File: src/rtl/alu_share_arbiter_pkg.sv
// Shared definitions for the ALU share arbiter: ALU control codes, port ids,
// default widths and the legal-opcode check.
package alu_share_arbiter_pkg;

  localparam int unsigned WIDTH_DEF  = 32;
  localparam int unsigned CTRL_W_DEF = 4;

  localparam logic [3:0] ALU_AND = 4'h0;
  localparam logic [3:0] ALU_OR  = 4'h1;
  localparam logic [3:0] ALU_ADD = 4'h2;
  localparam logic [3:0] ALU_XOR = 4'h3;
  localparam logic [3:0] ALU_SLL = 4'h4;
  localparam logic [3:0] ALU_SRL = 4'h5;
  localparam logic [3:0] ALU_SUB = 4'h6;
  localparam logic [3:0] ALU_SLT = 4'h7;
  localparam logic [3:0] ALU_SRA = 4'h8;
  localparam logic [3:0] ALU_BEQ = 4'h9;
  localparam logic [3:0] ALU_BNE = 4'hA;
  localparam logic [3:0] ALU_NOR = 4'hC;

  typedef enum logic {
    PORT_EX  = 1'b0,
    PORT_SEQ = 1'b1
  } port_e;

  function automatic logic alu_op_legal(input logic [CTRL_W_DEF-1:0] ctrl);
    case (ctrl)
      ALU_AND, ALU_OR, ALU_ADD, ALU_XOR, ALU_SLL, ALU_SRL,
      ALU_SUB, ALU_SLT, ALU_SRA, ALU_BEQ, ALU_BNE, ALU_NOR: return 1'b1;
      default: return 1'b0;
    endcase
  endfunction

endpackage

File: src/rtl/alu_share_arbiter_if.sv
// Request/response and ALU-side signals of the ALU share arbiter.
// slave = arbiter view, master = requesters plus external ALU.
interface alu_share_arbiter_if
  import alu_share_arbiter_pkg::*;
#(
  parameter int unsigned WIDTH  = WIDTH_DEF,
  parameter int unsigned CTRL_W = CTRL_W_DEF
) ();

  logic [1:0]        req_valid;
  logic [1:0]        req_ready;
  logic [WIDTH-1:0]  req_a0, req_a1;
  logic [WIDTH-1:0]  req_b0, req_b1;
  logic [CTRL_W-1:0] req_ctrl0, req_ctrl1;
  logic [WIDTH-1:0]  alu_a, alu_b;
  logic [CTRL_W-1:0] alu_ctrl;
  logic [WIDTH-1:0]  alu_c;
  logic              alu_zero;
  logic [1:0]        rsp_valid;
  logic [1:0]        rsp_ready;
  logic [WIDTH-1:0]  rsp_data0, rsp_data1;
  logic              rsp_zero0, rsp_zero1;
  logic              rsp_err0, rsp_err1;

  modport slave (
    input  req_valid, req_a0, req_a1, req_b0, req_b1, req_ctrl0, req_ctrl1,
    input  alu_c, alu_zero, rsp_ready,
    output req_ready, alu_a, alu_b, alu_ctrl,
    output rsp_valid, rsp_data0, rsp_data1, rsp_zero0, rsp_zero1, rsp_err0, rsp_err1
  );

  modport master (
    output req_valid, req_a0, req_a1, req_b0, req_b1, req_ctrl0, req_ctrl1,
    output alu_c, alu_zero, rsp_ready,
    input  req_ready, alu_a, alu_b, alu_ctrl,
    input  rsp_valid, rsp_data0, rsp_data1, rsp_zero0, rsp_zero1, rsp_err0, rsp_err1
  );

endinterface

File: src/rtl/alu_share_arbiter_rr_arb2.sv
// Two-way grant logic: round-robin with a last-winner pointer, or fixed
// priority to port 0 with a saturating wait counter that forces port 1 through.
module rr_arb2
  import alu_share_arbiter_pkg::*;
#(
  parameter int unsigned PRIO_MODE = 0,
  parameter int unsigned MAX_WAIT  = 4
) (
  input  logic       clk,
  input  logic       rst_n,
  input  logic [1:0] i_elig,
  output logic [1:0] o_grant
);

  localparam int unsigned CNT_W = $clog2(MAX_WAIT + 1);
  typedef logic [CNT_W-1:0] cnt_t;
  localparam cnt_t CNT_MAX = cnt_t'(MAX_WAIT);

  port_e r_ptr;
  cnt_t  r_wait;

  always_comb begin
    o_grant = i_elig;
    if (i_elig == 2'b11) begin
      if (PRIO_MODE == 0) o_grant = (r_ptr == PORT_EX) ? 2'b10 : 2'b01;
      else                o_grant = (r_wait == CNT_MAX) ? 2'b10 : 2'b01;
    end
  end

  // Wait count is not cleared while port 1 is idle; it only resets on a port 1 grant.
  always_ff @(posedge clk or negedge rst_n) begin
    if (!rst_n) begin
      r_ptr  <= PORT_EX;
      r_wait <= '0;
    end else begin
      if (o_grant[1])      r_ptr <= PORT_SEQ;
      else if (o_grant[0]) r_ptr <= PORT_EX;

      if (o_grant[1])                            r_wait <= '0;
      else if (i_elig[1] && (r_wait != CNT_MAX)) r_wait <= r_wait + cnt_t'(1);
    end
  end

endmodule

File: src/rtl/alu_share_arbiter.sv
// Shares one external combinational ALU between the EX stage (port 0) and the
// mul/div/shift sequencer (port 1): issue register plus one response slot per port.
module alu_share_arbiter
  import alu_share_arbiter_pkg::*;
#(
  parameter int unsigned WIDTH     = WIDTH_DEF,
  parameter int unsigned CTRL_W    = CTRL_W_DEF,
  parameter int unsigned PRIO_MODE = 0,
  parameter int unsigned MAX_WAIT  = 4
) (
  input logic               clk,
  input logic               rst_n,
  alu_share_arbiter_if.slave bus
);

  logic [1:0]        w_elig, w_grant, w_capture;
  logic              r_iss_valid;
  port_e             r_iss_port;
  logic [WIDTH-1:0]  r_alu_a, r_alu_b;
  logic [CTRL_W-1:0] r_alu_ctrl;
  logic [1:0]        r_rsp_valid, r_rsp_zero, r_rsp_err;
  logic [WIDTH-1:0]  r_rsp_data [2];
  logic              w_legal, w_is_branch, w_res_zero;
  logic [WIDTH-1:0]  w_res_data;

  // One outstanding op per port, so a granted op always finds its slot free.
  assign w_elig[0] = bus.req_valid[0] && !(r_iss_valid && (r_iss_port == PORT_EX))
                     && (!r_rsp_valid[0] || bus.rsp_ready[0]);
  assign w_elig[1] = bus.req_valid[1] && !(r_iss_valid && (r_iss_port == PORT_SEQ))
                     && (!r_rsp_valid[1] || bus.rsp_ready[1]);

  rr_arb2 #(
    .PRIO_MODE (PRIO_MODE),
    .MAX_WAIT  (MAX_WAIT)
  ) u_arb (
    .clk     (clk),
    .rst_n   (rst_n),
    .i_elig  (w_elig),
    .o_grant (w_grant)
  );

  always_ff @(posedge clk or negedge rst_n) begin
    if (!rst_n) begin
      r_iss_valid <= 1'b0;
      r_iss_port  <= PORT_EX;
      r_alu_a     <= '0;
      r_alu_b     <= '0;
      r_alu_ctrl  <= CTRL_W'(ALU_ADD);
    end else if (w_grant[1]) begin
      r_iss_valid <= 1'b1;
      r_iss_port  <= PORT_SEQ;
      r_alu_a     <= bus.req_a1;
      r_alu_b     <= bus.req_b1;
      r_alu_ctrl  <= bus.req_ctrl1;
    end else if (w_grant[0]) begin
      r_iss_valid <= 1'b1;
      r_iss_port  <= PORT_EX;
      r_alu_a     <= bus.req_a0;
      r_alu_b     <= bus.req_b0;
      r_alu_ctrl  <= bus.req_ctrl0;
    end else begin
      r_iss_valid <= 1'b0;
    end
  end

  assign w_legal     = alu_op_legal(r_alu_ctrl);
  assign w_is_branch = (r_alu_ctrl == CTRL_W'(ALU_BEQ)) || (r_alu_ctrl == CTRL_W'(ALU_BNE));
  assign w_res_data  = w_legal ? bus.alu_c : '0;
  assign w_res_zero  = w_is_branch && bus.alu_zero;
  assign w_capture[0] = r_iss_valid && (r_iss_port == PORT_EX);
  assign w_capture[1] = r_iss_valid && (r_iss_port == PORT_SEQ);

  always_ff @(posedge clk or negedge rst_n) begin
    if (!rst_n) begin
      r_rsp_valid <= '0;
      r_rsp_zero  <= '0;
      r_rsp_err   <= '0;
      for (int unsigned i = 0; i < 2; i++) r_rsp_data[i] <= '0;
    end else begin
      for (int unsigned i = 0; i < 2; i++) begin
        if (w_capture[i]) begin
          r_rsp_valid[i] <= 1'b1;
          r_rsp_data[i]  <= w_res_data;
          r_rsp_zero[i]  <= w_res_zero;
          r_rsp_err[i]   <= !w_legal;
        end else if (bus.rsp_ready[i]) begin
          r_rsp_valid[i] <= 1'b0;
        end
      end
    end
  end

  assign bus.req_ready = w_grant;
  assign bus.alu_a     = r_alu_a;
  assign bus.alu_b     = r_alu_b;
  assign bus.alu_ctrl  = r_alu_ctrl;
  assign bus.rsp_valid = r_rsp_valid;
  assign bus.rsp_data0 = r_rsp_data[0];
  assign bus.rsp_data1 = r_rsp_data[1];
  assign bus.rsp_zero0 = r_rsp_zero[0];
  assign bus.rsp_zero1 = r_rsp_zero[1];
  assign bus.rsp_err0  = r_rsp_err[0];
  assign bus.rsp_err1  = r_rsp_err[1];

endmodule

File: src/flat_wrapper.sv
// flat-port wrapper written by rule: the top's interface ports become plain ports
module alu_share_arbiter_flat import alu_share_arbiter_pkg::*;
#(
  parameter int unsigned WIDTH     = WIDTH_DEF,
  parameter int unsigned CTRL_W    = CTRL_W_DEF,
  parameter int unsigned PRIO_MODE = 0,
  parameter int unsigned MAX_WAIT  = 4
)
  (clk, rst_n, bus_req_valid, bus_req_a0, bus_req_a1, bus_req_b0, bus_req_b1, bus_req_ctrl0, bus_req_ctrl1, bus_alu_c, bus_alu_zero, bus_rsp_ready, bus_req_ready, bus_alu_a, bus_alu_b, bus_alu_ctrl, bus_rsp_valid, bus_rsp_data0, bus_rsp_data1, bus_rsp_zero0, bus_rsp_zero1, bus_rsp_err0, bus_rsp_err1);
  alu_share_arbiter_if #(.WIDTH(WIDTH), .CTRL_W(CTRL_W)) bus_i ();
  input logic clk;
  input logic rst_n;
  input wire logic [$bits(bus_i.req_valid)-1:0] bus_req_valid;
  input wire logic [$bits(bus_i.req_a0)-1:0] bus_req_a0;
  input wire logic [$bits(bus_i.req_a1)-1:0] bus_req_a1;
  input wire logic [$bits(bus_i.req_b0)-1:0] bus_req_b0;
  input wire logic [$bits(bus_i.req_b1)-1:0] bus_req_b1;
  input wire logic [$bits(bus_i.req_ctrl0)-1:0] bus_req_ctrl0;
  input wire logic [$bits(bus_i.req_ctrl1)-1:0] bus_req_ctrl1;
  input wire logic [$bits(bus_i.alu_c)-1:0] bus_alu_c;
  input wire logic [$bits(bus_i.alu_zero)-1:0] bus_alu_zero;
  input wire logic [$bits(bus_i.rsp_ready)-1:0] bus_rsp_ready;
  output wire logic [$bits(bus_i.req_ready)-1:0] bus_req_ready;
  output wire logic [$bits(bus_i.alu_a)-1:0] bus_alu_a;
  output wire logic [$bits(bus_i.alu_b)-1:0] bus_alu_b;
  output wire logic [$bits(bus_i.alu_ctrl)-1:0] bus_alu_ctrl;
  output wire logic [$bits(bus_i.rsp_valid)-1:0] bus_rsp_valid;
  output wire logic [$bits(bus_i.rsp_data0)-1:0] bus_rsp_data0;
  output wire logic [$bits(bus_i.rsp_data1)-1:0] bus_rsp_data1;
  output wire logic [$bits(bus_i.rsp_zero0)-1:0] bus_rsp_zero0;
  output wire logic [$bits(bus_i.rsp_zero1)-1:0] bus_rsp_zero1;
  output wire logic [$bits(bus_i.rsp_err0)-1:0] bus_rsp_err0;
  output wire logic [$bits(bus_i.rsp_err1)-1:0] bus_rsp_err1;
  assign bus_i.req_valid = bus_req_valid;
  assign bus_i.req_a0 = bus_req_a0;
  assign bus_i.req_a1 = bus_req_a1;
  assign bus_i.req_b0 = bus_req_b0;
  assign bus_i.req_b1 = bus_req_b1;
  assign bus_i.req_ctrl0 = bus_req_ctrl0;
  assign bus_i.req_ctrl1 = bus_req_ctrl1;
  assign bus_i.alu_c = bus_alu_c;
  assign bus_i.alu_zero = bus_alu_zero;
  assign bus_i.rsp_ready = bus_rsp_ready;
  assign bus_req_ready = bus_i.req_ready;
  assign bus_alu_a = bus_i.alu_a;
  assign bus_alu_b = bus_i.alu_b;
  assign bus_alu_ctrl = bus_i.alu_ctrl;
  assign bus_rsp_valid = bus_i.rsp_valid;
  assign bus_rsp_data0 = bus_i.rsp_data0;
  assign bus_rsp_data1 = bus_i.rsp_data1;
  assign bus_rsp_zero0 = bus_i.rsp_zero0;
  assign bus_rsp_zero1 = bus_i.rsp_zero1;
  assign bus_rsp_err0 = bus_i.rsp_err0;
  assign bus_rsp_err1 = bus_i.rsp_err1;
  alu_share_arbiter #(.WIDTH(WIDTH), .CTRL_W(CTRL_W), .PRIO_MODE(PRIO_MODE), .MAX_WAIT(MAX_WAIT)) u_core (.clk(clk), .rst_n(rst_n), .bus(bus_i));
endmodule
File: config.mk
export PLATFORM = sky130hd
export DESIGN_NAME = alu_share_arbiter_flat
export DESIGN_NICKNAME = d
export VERILOG_FILES = /design/src/rtl/alu_share_arbiter_pkg.sv /design/src/rtl/alu_share_arbiter_if.sv /design/src/rtl/alu_share_arbiter_rr_arb2.sv /design/src/rtl/alu_share_arbiter.sv /design/src/flat_wrapper.sv
export SDC_FILE = /design/constraint.sdc
export NUM_CORES = 1
export LEC_CHECK = 0
export CORE_MARGIN = 2
export CORE_UTILIZATION = 35
export CTS_CLUSTER_DIAMETER = 30
export CTS_CLUSTER_SIZE = 25
export DETAILED_ROUTE_END_ITERATION = 6
export PLACE_DENSITY_LB_ADDON = 0.05
export SYNTH_ARGS = -nofsm -noshare
export SYNTH_HDL_FRONTEND = slang
export SYNTH_HIERARCHICAL = 1
export SYNTH_SLANG_ARGS = --single-unit
File: constraint.sdc
create_clock -name clk -period 2.3 [get_ports clk]
set_input_delay 0.23 -clock clk [delete_from_list [all_inputs] [get_ports clk]]
set_output_delay 0.23 -clock clk [all_outputs]
set_load 0.03 [all_outputs]
* Yosys cells after proc, flatten, opt, wreduce, memory -nomap -nowiden
Memories as Yosys holds them, arrays and structs flattened.
Index checks and enable logic that the tools add are counted.
** Word-level totals
- Register bits :: 140
- ROM bits :: 16
- Input bits :: 175
- Output and inout bits :: 140
- Memories :: 1
** Memories
- (no name shown) :: depth 16, width 1, read ports 1, clocked after memory_dff 0, write ports 0, line alu_share_arbiter_pkg.sv:27 : case (ctrl)
** Cells by class
- Eq/ne operators :: 3
- Multiplexer cells :: 17
- Bitwise gates (word level) :: 1
- Reduce and logical (&&, ||, !) cells :: 18
** Operators with widths (count)
- 32-bit two-way mux :: 5
- 4-bit equality test, second input constant :: 2
- 1-bit two-way mux :: 8
- 4-bit two-way mux :: 2
- 1-bit logical AND :: 7
- 2-bit nonzero test :: 3
- 1-bit zero test :: 5
- 2-bit two-way mux :: 2
- 1-bit logical OR :: 3
- 2-bit equality test, second input constant :: 1
- 1-bit inverter :: 1

* Logic depth before layout (Yosys ltp)
Gate-level depths: netlist of the first run.
- Word-level depth :: 9
- Gate-level depth with buffers :: 11
- Mapped depth without buffers :: 6

* Hierarchy
The synthesis of the first run kept the hierarchy.
** Modules (own cells, without submodules)
- alu_share_arbiter :: times used 1, cells an instance 470, area an instance 5765.5 um2, sequential area each 3504.6 um2
- rr_arb2 :: times used 1, cells an instance 6, area an instance 52.6 um2, sequential area each 25.0 um2

* Least setup slack after synthesis of the first run
No wires, ideal clock.
- Path kind :: register to register
- Start :: register u_core.r_iss_port
- End :: register u_core.r_alu_b[10], in the netlist u_core/bus.alu_b[10]
- Setup time :: 0.083 ns
- Data arrival time :: 2.756 ns
- Required time :: 2.217 ns
- Setup slack :: -0.539 ns
- Cell stages (with the launch flop) :: 11
- Buffers on the path :: 4
- Period minus slack after synthesis :: 2.839 ns
- Cells stage by stage :: dfrtp_1 > nand2_2 > buf_2 > o21ai_0 > nor2_1 > a21boi_0 > buf_2 > clkbuf_1 > buf_2 > nand2_1 > o21ai_0
** RTL lines
- start, declared :: line alu_share_arbiter.sv:18 : port_e r_iss_port;
- start signal, assigned :: line alu_share_arbiter.sv:45 : r_iss_port <= PORT_EX;
- start signal, assigned :: line alu_share_arbiter.sv:51 : r_iss_port <= PORT_SEQ;
- start signal, assigned :: line alu_share_arbiter.sv:57 : r_iss_port <= PORT_EX;
- 1-bit logical AND (*) :: line alu_share_arbiter.sv:29 : assign w_elig[1] = bus.req_valid[1] && !(r_iss_valid && (r_iss_port == PORT_SEQ))
- 1-bit zero test (*) :: line alu_share_arbiter.sv:29
- 1-bit logical AND (*) :: line alu_share_arbiter.sv:29
- 1-bit logical AND (*) :: line alu_share_arbiter.sv:30 : && (!r_rsp_valid[1] || bus.rsp_ready[1]);
- net u_core.w_elig[1] :: line alu_share_arbiter.sv:16 : logic [1:0] w_elig, w_grant, w_capture;
- 2-bit equality test :: line alu_share_arbiter_rr_arb2.sv:24 : if (i_elig == 2'b11) begin
- 2-bit two-way mux (*) :: line alu_share_arbiter_rr_arb2.sv:24
- net bus_req_ready[1] :: line flat_wrapper.sv:23 : output wire logic [$bits(bus_i.req_ready)-1:0] bus_req_ready;
- 32-bit two-way mux or 2-bit nonzero test (tied branches)
- end signal, assigned :: line alu_share_arbiter.sv:53 : r_alu_b <= bus.req_b1;
- end signal, assigned :: line alu_share_arbiter.sv:59 : r_alu_b <= bus.req_b0;
- end, declared :: line alu_share_arbiter.sv:19 : logic [WIDTH-1:0] r_alu_a, r_alu_b;
The timed path passes the listed nets; every way through them passes the cells marked *.
A chain may end at the register's enable or synchronous reset.

* Worst setup path after layout of the first run
- Start :: register u_core.r_iss_port
- End :: output port bus_req_ready[0]
** Between the ends
- Cells in the longest elaborated chain, start to end :: 7
** RTL lines
- 1-bit inverter (*) :: line alu_share_arbiter.sv:27 : assign w_elig[0] = bus.req_valid[0] && !(r_iss_valid && (r_iss_port == PORT_EX))
- 1-bit logical AND (*) :: line alu_share_arbiter.sv:27
- 1-bit zero test (*) :: line alu_share_arbiter.sv:27
- 1-bit logical AND (*) :: line alu_share_arbiter.sv:27
- 1-bit logical AND (*) :: line alu_share_arbiter.sv:28 : && (!r_rsp_valid[0] || bus.rsp_ready[0]);
- net u_core.w_elig[0] :: line alu_share_arbiter.sv:16
- 2-bit equality test :: line alu_share_arbiter_rr_arb2.sv:24
- 2-bit two-way mux (*) :: line alu_share_arbiter_rr_arb2.sv:24
- end, declared :: line flat_wrapper.sv:23
Marked as above.

==> flow_summary.ini, run 1 <==
[outcome]
run_status = finished clean

[setup_path]
crit_type = register to output pin
reg2regPathDepth = 7
critPathMaxFanout = 14
end_kind = output pin
worstPathArrival_ns = 1.92
required_ns = 2.07
startpoint_type = register

[synth]
synth-edff-count = 0
syn_inst = 476
async_flop_share_pct = 100
synth_area_leader_cell = dfrtp_1
synth_seq_cells = 141
ys_seq_area_share_pct = 60.7
yosysWarnings = 6
synth.cell_area_sq_um = 5820
synth_area_leaders = dfrtp_1, mux2i_1, a22o_2, o21ai_0, nand2_1
synth_ff_type = dfrtp_1
syn_nets = 651
synth_top_cell_area_share_pct = 60.2
syn_area_per_cell_sq_um = 12.2
synth.distinct_cells = 24

[drt]
ant_nets = 0
routedWlPerCell_microns = 17.9
routed_wl_microns = 18400
num_vias = 4995
drtIter0Drc = 272
drt_pass1_iterations = 4
vias_per_cell = 4.85
drc_errors = 0

[place]
gp_congestion = 0.810
dp_hpwl_microns = 13200
place_area_sq_um = 9270
numPortBuffers = 314
place_worst_setup_slack_ns = 0.0527

[timing]
drv_slew = 0
max_freq_mhz = 465
period_share_pct = 93.6
worstMarginPinSlew_ns = 0.484
fin_tns_setup_ns = 0
final.setup.worst_slack_ns = 0.148
whs_ns = 0.314
rsz0062_at_grt = no
finClkSkew_ns = 0.0112
maxSlewHeadroom_pct = 67.7
fin_crit_ns = 2.15
setup_viol = 0
hold_violations = 0

[job]
drv_cap = 0

[clock_network]
cts.reportedPaths.clkPinSlew_ns = 0.06
cts-buffers-inserted = 17
cts_tree = built
insertion_delay_ns = 0.42
cts_buffer_depth = 2
cts_root_buf = clkbuf_16
clock_sinks = 141
htreeDepth = 4

[layout]
final_area_sq_um = 9900
drive_gt1_share_pct = 14.7
n_fill_cell = 1324
syn_to_final_growth_pct = 70.1
final_util_pct = 60.3
regArea_sq_um = 3530
nets = 971
final_common_cell = clkdlybuf4s50_1
final_cell_mix = clkdlybuf4s50_1, dfrtp_1, o21ai_0
multi_input_area_sq_um = 2090

[global_routing]
grt.total_usage_pct = 20.7
grt_max_degree = 97
grt_pass1_wl_microns = 28200
grt_overflow = 0
grt_pass1_vias = 5121
antenna_found_initial = 0

[floorplanning]
core_sq_um = 16400
die-area_sq_um = 17700
fp.dieH_microns = 133
die_w_microns = 133
start_util_pct = 35.5
ios = 315
rows = 47

[power_and_ir_drop]
p_leak_nw = 4.16
p_per_area_nw_per_um2 = 1570
power.internal_mw = 9.01
peakVddDrop_v = 0.000688
p_switching_mw = 6.53
clock_power_share_pct = 16.9
p_sw_share_pct = 42.0
p_comb_share_pct = 54.6
p_seq_share_pct = 28.5

[worst_hold_path]
hold_path_class = input pin to async pin
path summary, 6_finish.rpt:
check                                startpoint                        to  slack (ns)
setup / recovery              u_core/r_iss_port          bus_req_ready[0]        0.15
hold / removal                            rst_n  u_core/bus.rsp_data0[27]        0.31
setup reg to reg              u_core/r_iss_port      u_core/bus.alu_a[15]        0.30
hold reg to reg            u_core/r_rsp_zero[1]      u_core/r_rsp_zero[1]        0.49
max in group asynchronous                 rst_n        u_core/r_iss_valid        1.21
min in group clk               bus_req_ctrl1[1]    u_core/bus.alu_ctrl[1]        0.36
state kept, by name, indices dropped and copies added (netlist names):
register and flops:
u_core/r_iss_valid 1, u_core/bus.rsp_valid 2, u_core/r_rsp_err 2, u_core/bus.alu_a 32, u_core/bus.rsp_data1 32, u_core/u_arb/r_ptr 1
u_core/r_iss_port 1, u_core/r_rsp_zero 2, u_core/bus.alu_b 32, u_core/bus.rsp_data0 32, u_core/bus.alu_ctrl 4
metal layers:
layer	share of wire, %	vias to the layer above	global-route usage (%)	wire length, microns
li1	-	2339	-	-
met5	0	-	0	0
met2	50	234	35.3	9270
met1	38	2385	24.0	7100
met4	3.1	0	8.90	570
met3	8.2	37	6.78	1510
power by group through the flow:
stage | clock network, mW | logic (mW) | registers, mW
after floorplan | 0 | 2.69 | 6.67
after global placement | 0 | 8.35 | 4.41
after detailed placement | 0 | 8.47 | 4.43
after CTS | 2.69 | 8.51 | 4.43
after global routing | 2.83 | 8.93 | 4.57
final | 2.63 | 8.49 | 4.43
critical path: stages (launching register included):
cell      delay (ns)
dfrtp_1         0.39
nand2b_1        0.16
o21ai_0         0.12
nor2_1          0.18
a21boi_4        0.27
buf_12          0.20
buf_4           0.18
through the flow:
stage,std cells,power [mW]
after CTS,1027,15.6
after floorplan,476,9.37
final,1030,15.5
after detailed placement,992,12.9
after global placement,992,12.8
after global routing,1029,16.3
cells by family (layout without fill, tap and decap cells):
kind of cell	Yosys count	in the layout	synth area share, %
simple gates	78	78	5.25
mux	68	68	11.7
flops	141	141	60.7
compound gates	144	144	18.2
fa+ha+maj	1	1	0.194
other cells	0	1	0
buf+inv	43	376	3.83
xor+xnor	1	1	0.151
area by class of cell:
| cell class | count | area share (%) |
|---|---|---|
| Clock inverter | 13 | 1.35 |
| Sequential cell | 141 | 35.7 |
| Antenna cell | 1 | 0.0253 |
| Clock buffer | 19 | 4.37 |
| Inverter | 7 | 0.265 |
| Multi-Input combinational cell | 292 | 21.1 |
| Timing Repair Buffer | 337 | 34.4 |
| Tap cell | 220 | 2.78 |
cells in the mapped netlist (all sizes together), types with 2 or more instances:
cell	number
nor2	4
buf	21
a22o	64
a21oi	5
nand2	71
clkbuf	15
dfrtp	140
o21ai	72
inv	7
mux2i	68
a21boi	2
what timing repair did:
| item | CTS | global route |
|---|---|---|
| pin swaps | 0 | 1 |
| gates resized for setup | 0 | 1 |
| gates cloned | 0 | 1 |
| setup endpoints to repair | 2 | 2 |
| hold buffers | 1 | 0 |
| endpoints found under the hold margin | 45 | 0 |
| buffers inserted | 2 | 1 |
(Power assumes the default switching activity.)
==> run 2, diff against run 1 <==
- GPL_TIMING_DRIVEN: unset -> 0
- SETUP_SLACK_MARGIN: unset -> 0.2
==> run 2 against run 1 <==
- sequential cell count is the same
- sequential share of layout area shrank 1.1 points
- clock power grew 8.0%
- setup slack gained 0.10 ns
- clock-buffer cell count is the same
- die area is the same
- global-route usage grew 1.4 points
- first-iteration DRC count shrank 21%
- total power grew 4.7%
- final cell count grew 2.3%
- worst hold slack gained 0.044 ns
- combinational power grew 5.7%
==> flow_summary.ini, run 2 (synthesis results as in run 1) <==
[layout]
final_common_cell = clkdlybuf4s50_1
syn_to_final_growth_pct = 75.7
nets = 995
final_cell_mix = clkdlybuf4s50_1, dfrtp_1, nand2_1
drive_gt1_share_pct = 17.6
n_fill_cell = 1294

[global_routing]
grt_pass1_vias = 5509
grt.total_usage_pct = 22.1
grt_max_degree = 83
grt_pass1_wl_microns = 30100
grt_overflow = 0
antenna_found_initial = 1

[drt]
drc_errors = 0
drt_pass1_iterations = 5
ant_nets = 0
num_vias = 5115
routedWlPerCell_microns = 18.2
vias_per_cell = 4.85
routed_wl_microns = 19100
drtIter0Drc = 214

[timing]
maxSlewHeadroom_pct = 60.4
max_freq_mhz = 488
hold_violations = 0
worstMarginPinSlew_ns = 0.594
drv_slew = 0
finClkSkew_ns = 0.00639
setup_viol = 0
rsz0062_at_grt = yes
whs_ns = 0.358
period_share_pct = 89.0
fin_crit_ns = 2.05

[clock_network]
insertion_delay_ns = 0.42
clock_sinks = 141
cts-buffers-inserted = 17
cts_root_buf = clkbuf_16
cts_tree = built
htreeDepth = 4
cts.reportedPaths.clkPinSlew_ns = 0.06
cts_buffer_depth = 2

[power_and_ir_drop]
power.internal_mw = 9.59
p_per_area_nw_per_um2 = 1590
peakVddDrop_v = 0.000650
p_seq_share_pct = 27.4
p_comb_share_pct = 55.1
p_leak_nw = 4.32
clock_power_share_pct = 17.5
p_switching_mw = 6.68
p_total_mw = 16.3
p_sw_share_pct = 41.0

[outcome]
run_status = finished clean

[setup_path]
required_ns = 2.59
end_kind = register
worstPathArrival_ns = 2.33
crit_type = register to register
startpoint_type = register
reg2reg_slack_ns = 0.25
critPathMaxFanout = 10

[floorplanning]
core_sq_um = 16400
die-area_sq_um = 17700
fp.dieH_microns = 133
die_w_microns = 133
ios = 315
start_util_pct = 35.5
rows = 47

[place]
gp_congestion = 0.826
numPortBuffers = 314
dp_hpwl_microns = 14200

[worst_hold_path]
hold_path_class = input pin to async pin

[job]
drv_cap = 0
==> run 2: cell types whose count changed in the layout (fill, tap and decap cells not counted), moves of 3 or more <==
cell	change
buf_8	+8
o21ai_1	+17
clkbuf_8	+3
inv_6	-3
o21ai_0	-19
buf_6	+10
buf_4	-7
clkbuf_2	+9
buf_12	-4
==> run 2: layout make-up <==
cell class              instances  area (sq um)  share of cell area (%)
flip-flops and latches        141          3530                    34.6
repair buffers                326          3280                    32.1
multi-input cells             292          2130                    20.8
clock buffers                  19           453                    4.43
plain buffers                  35           360                    3.53
well taps                     220           275                    2.69
clock inverters                13           165                    1.62
inverters                       7          26.3                   0.257
diodes                          1          2.50                  0.0245
==> run 2: worst paths after layout <==
check / start / endpoint / cells after the start
hold reg to reg: u_core/r_rsp_zero[1] / u_core/r_rsp_zero[1] / 2
min in group clk: bus_req_a1[11] / u_core/bus.alu_a[11] / 3
hold / removal: rst_n / u_core/bus.rsp_data0[30] / 2
setup reg to reg: u_core/r_iss_port / u_core/bus.alu_b[6] / 10
max in group asynchronous: rst_n / u_core/bus.alu_b[6] / 3
setup / recovery: u_core/r_iss_port / u_core/bus.alu_b[6] / 10
==> run 2: power by group through the flow <==
stage | clock network, mW | logic [mW] | registers (mW)
2_1_floorplan | 0 | 2.86 | 6.68
3_3_place_gp | 0 | 8.62 | 4.44
3_5_place_dp | 0 | 8.73 | 4.46
4_1_cts | 2.92 | 8.92 | 4.46
5_1_grt | 3.03 | 9.47 | 4.61
6_report | 2.84 | 8.97 | 4.46
==> run 2: layer usage <==
metal	GRT usage, %	vias up	share of wire (%)
met4	8.78	0	2.5
li1	-	2399	-
met5	0	-	0
met2	36.6	210	50
met1	26.4	2476	40
met3	7.82	30	8.2
==> run 2: metrics by stage <==
stage	instance area, sq um	setup TNS, ns	instances	util (%)	setup WS (ns)
floorplan	5960	0	476	-	0.169
global placement	9380	-662.12	1010	57.2	-4.68
detailed placement	9410	-9.60	1011	57.3	-0.234
CTS	10100	0	1048	61.8	0.175
global route	10200	0	1054	62.3	0.144
finish	10200	0	1054	62.3	0.252
==> run 2: repair_timing <==
| item | CTS | global route |
|---|---|---|
| buffers inserted | 4 | 5 |
| hold buffers | 1 | 0 |
| endpoints found under the setup margin | 72 | 65 |
| cloned | 0 | 1 |
| hold endpoints to repair | 58 | 0 |
| pin swaps | 3 | 1 |
| gates resized for setup | 38 | 7 |
==> run 2: worst max-delay path, stage by stage, from the launching register on <==
cell       delay [ns]
dfrtp_2          0.41
nand2b_4         0.15
buf_12           0.11
buf_8            0.09
o21ai_2          0.07
nor2_4           0.14
a21boi_4         0.24
clkbuf_16        0.21
buf_8            0.17
mux2i_1          0.22
o21ai_0          0.10
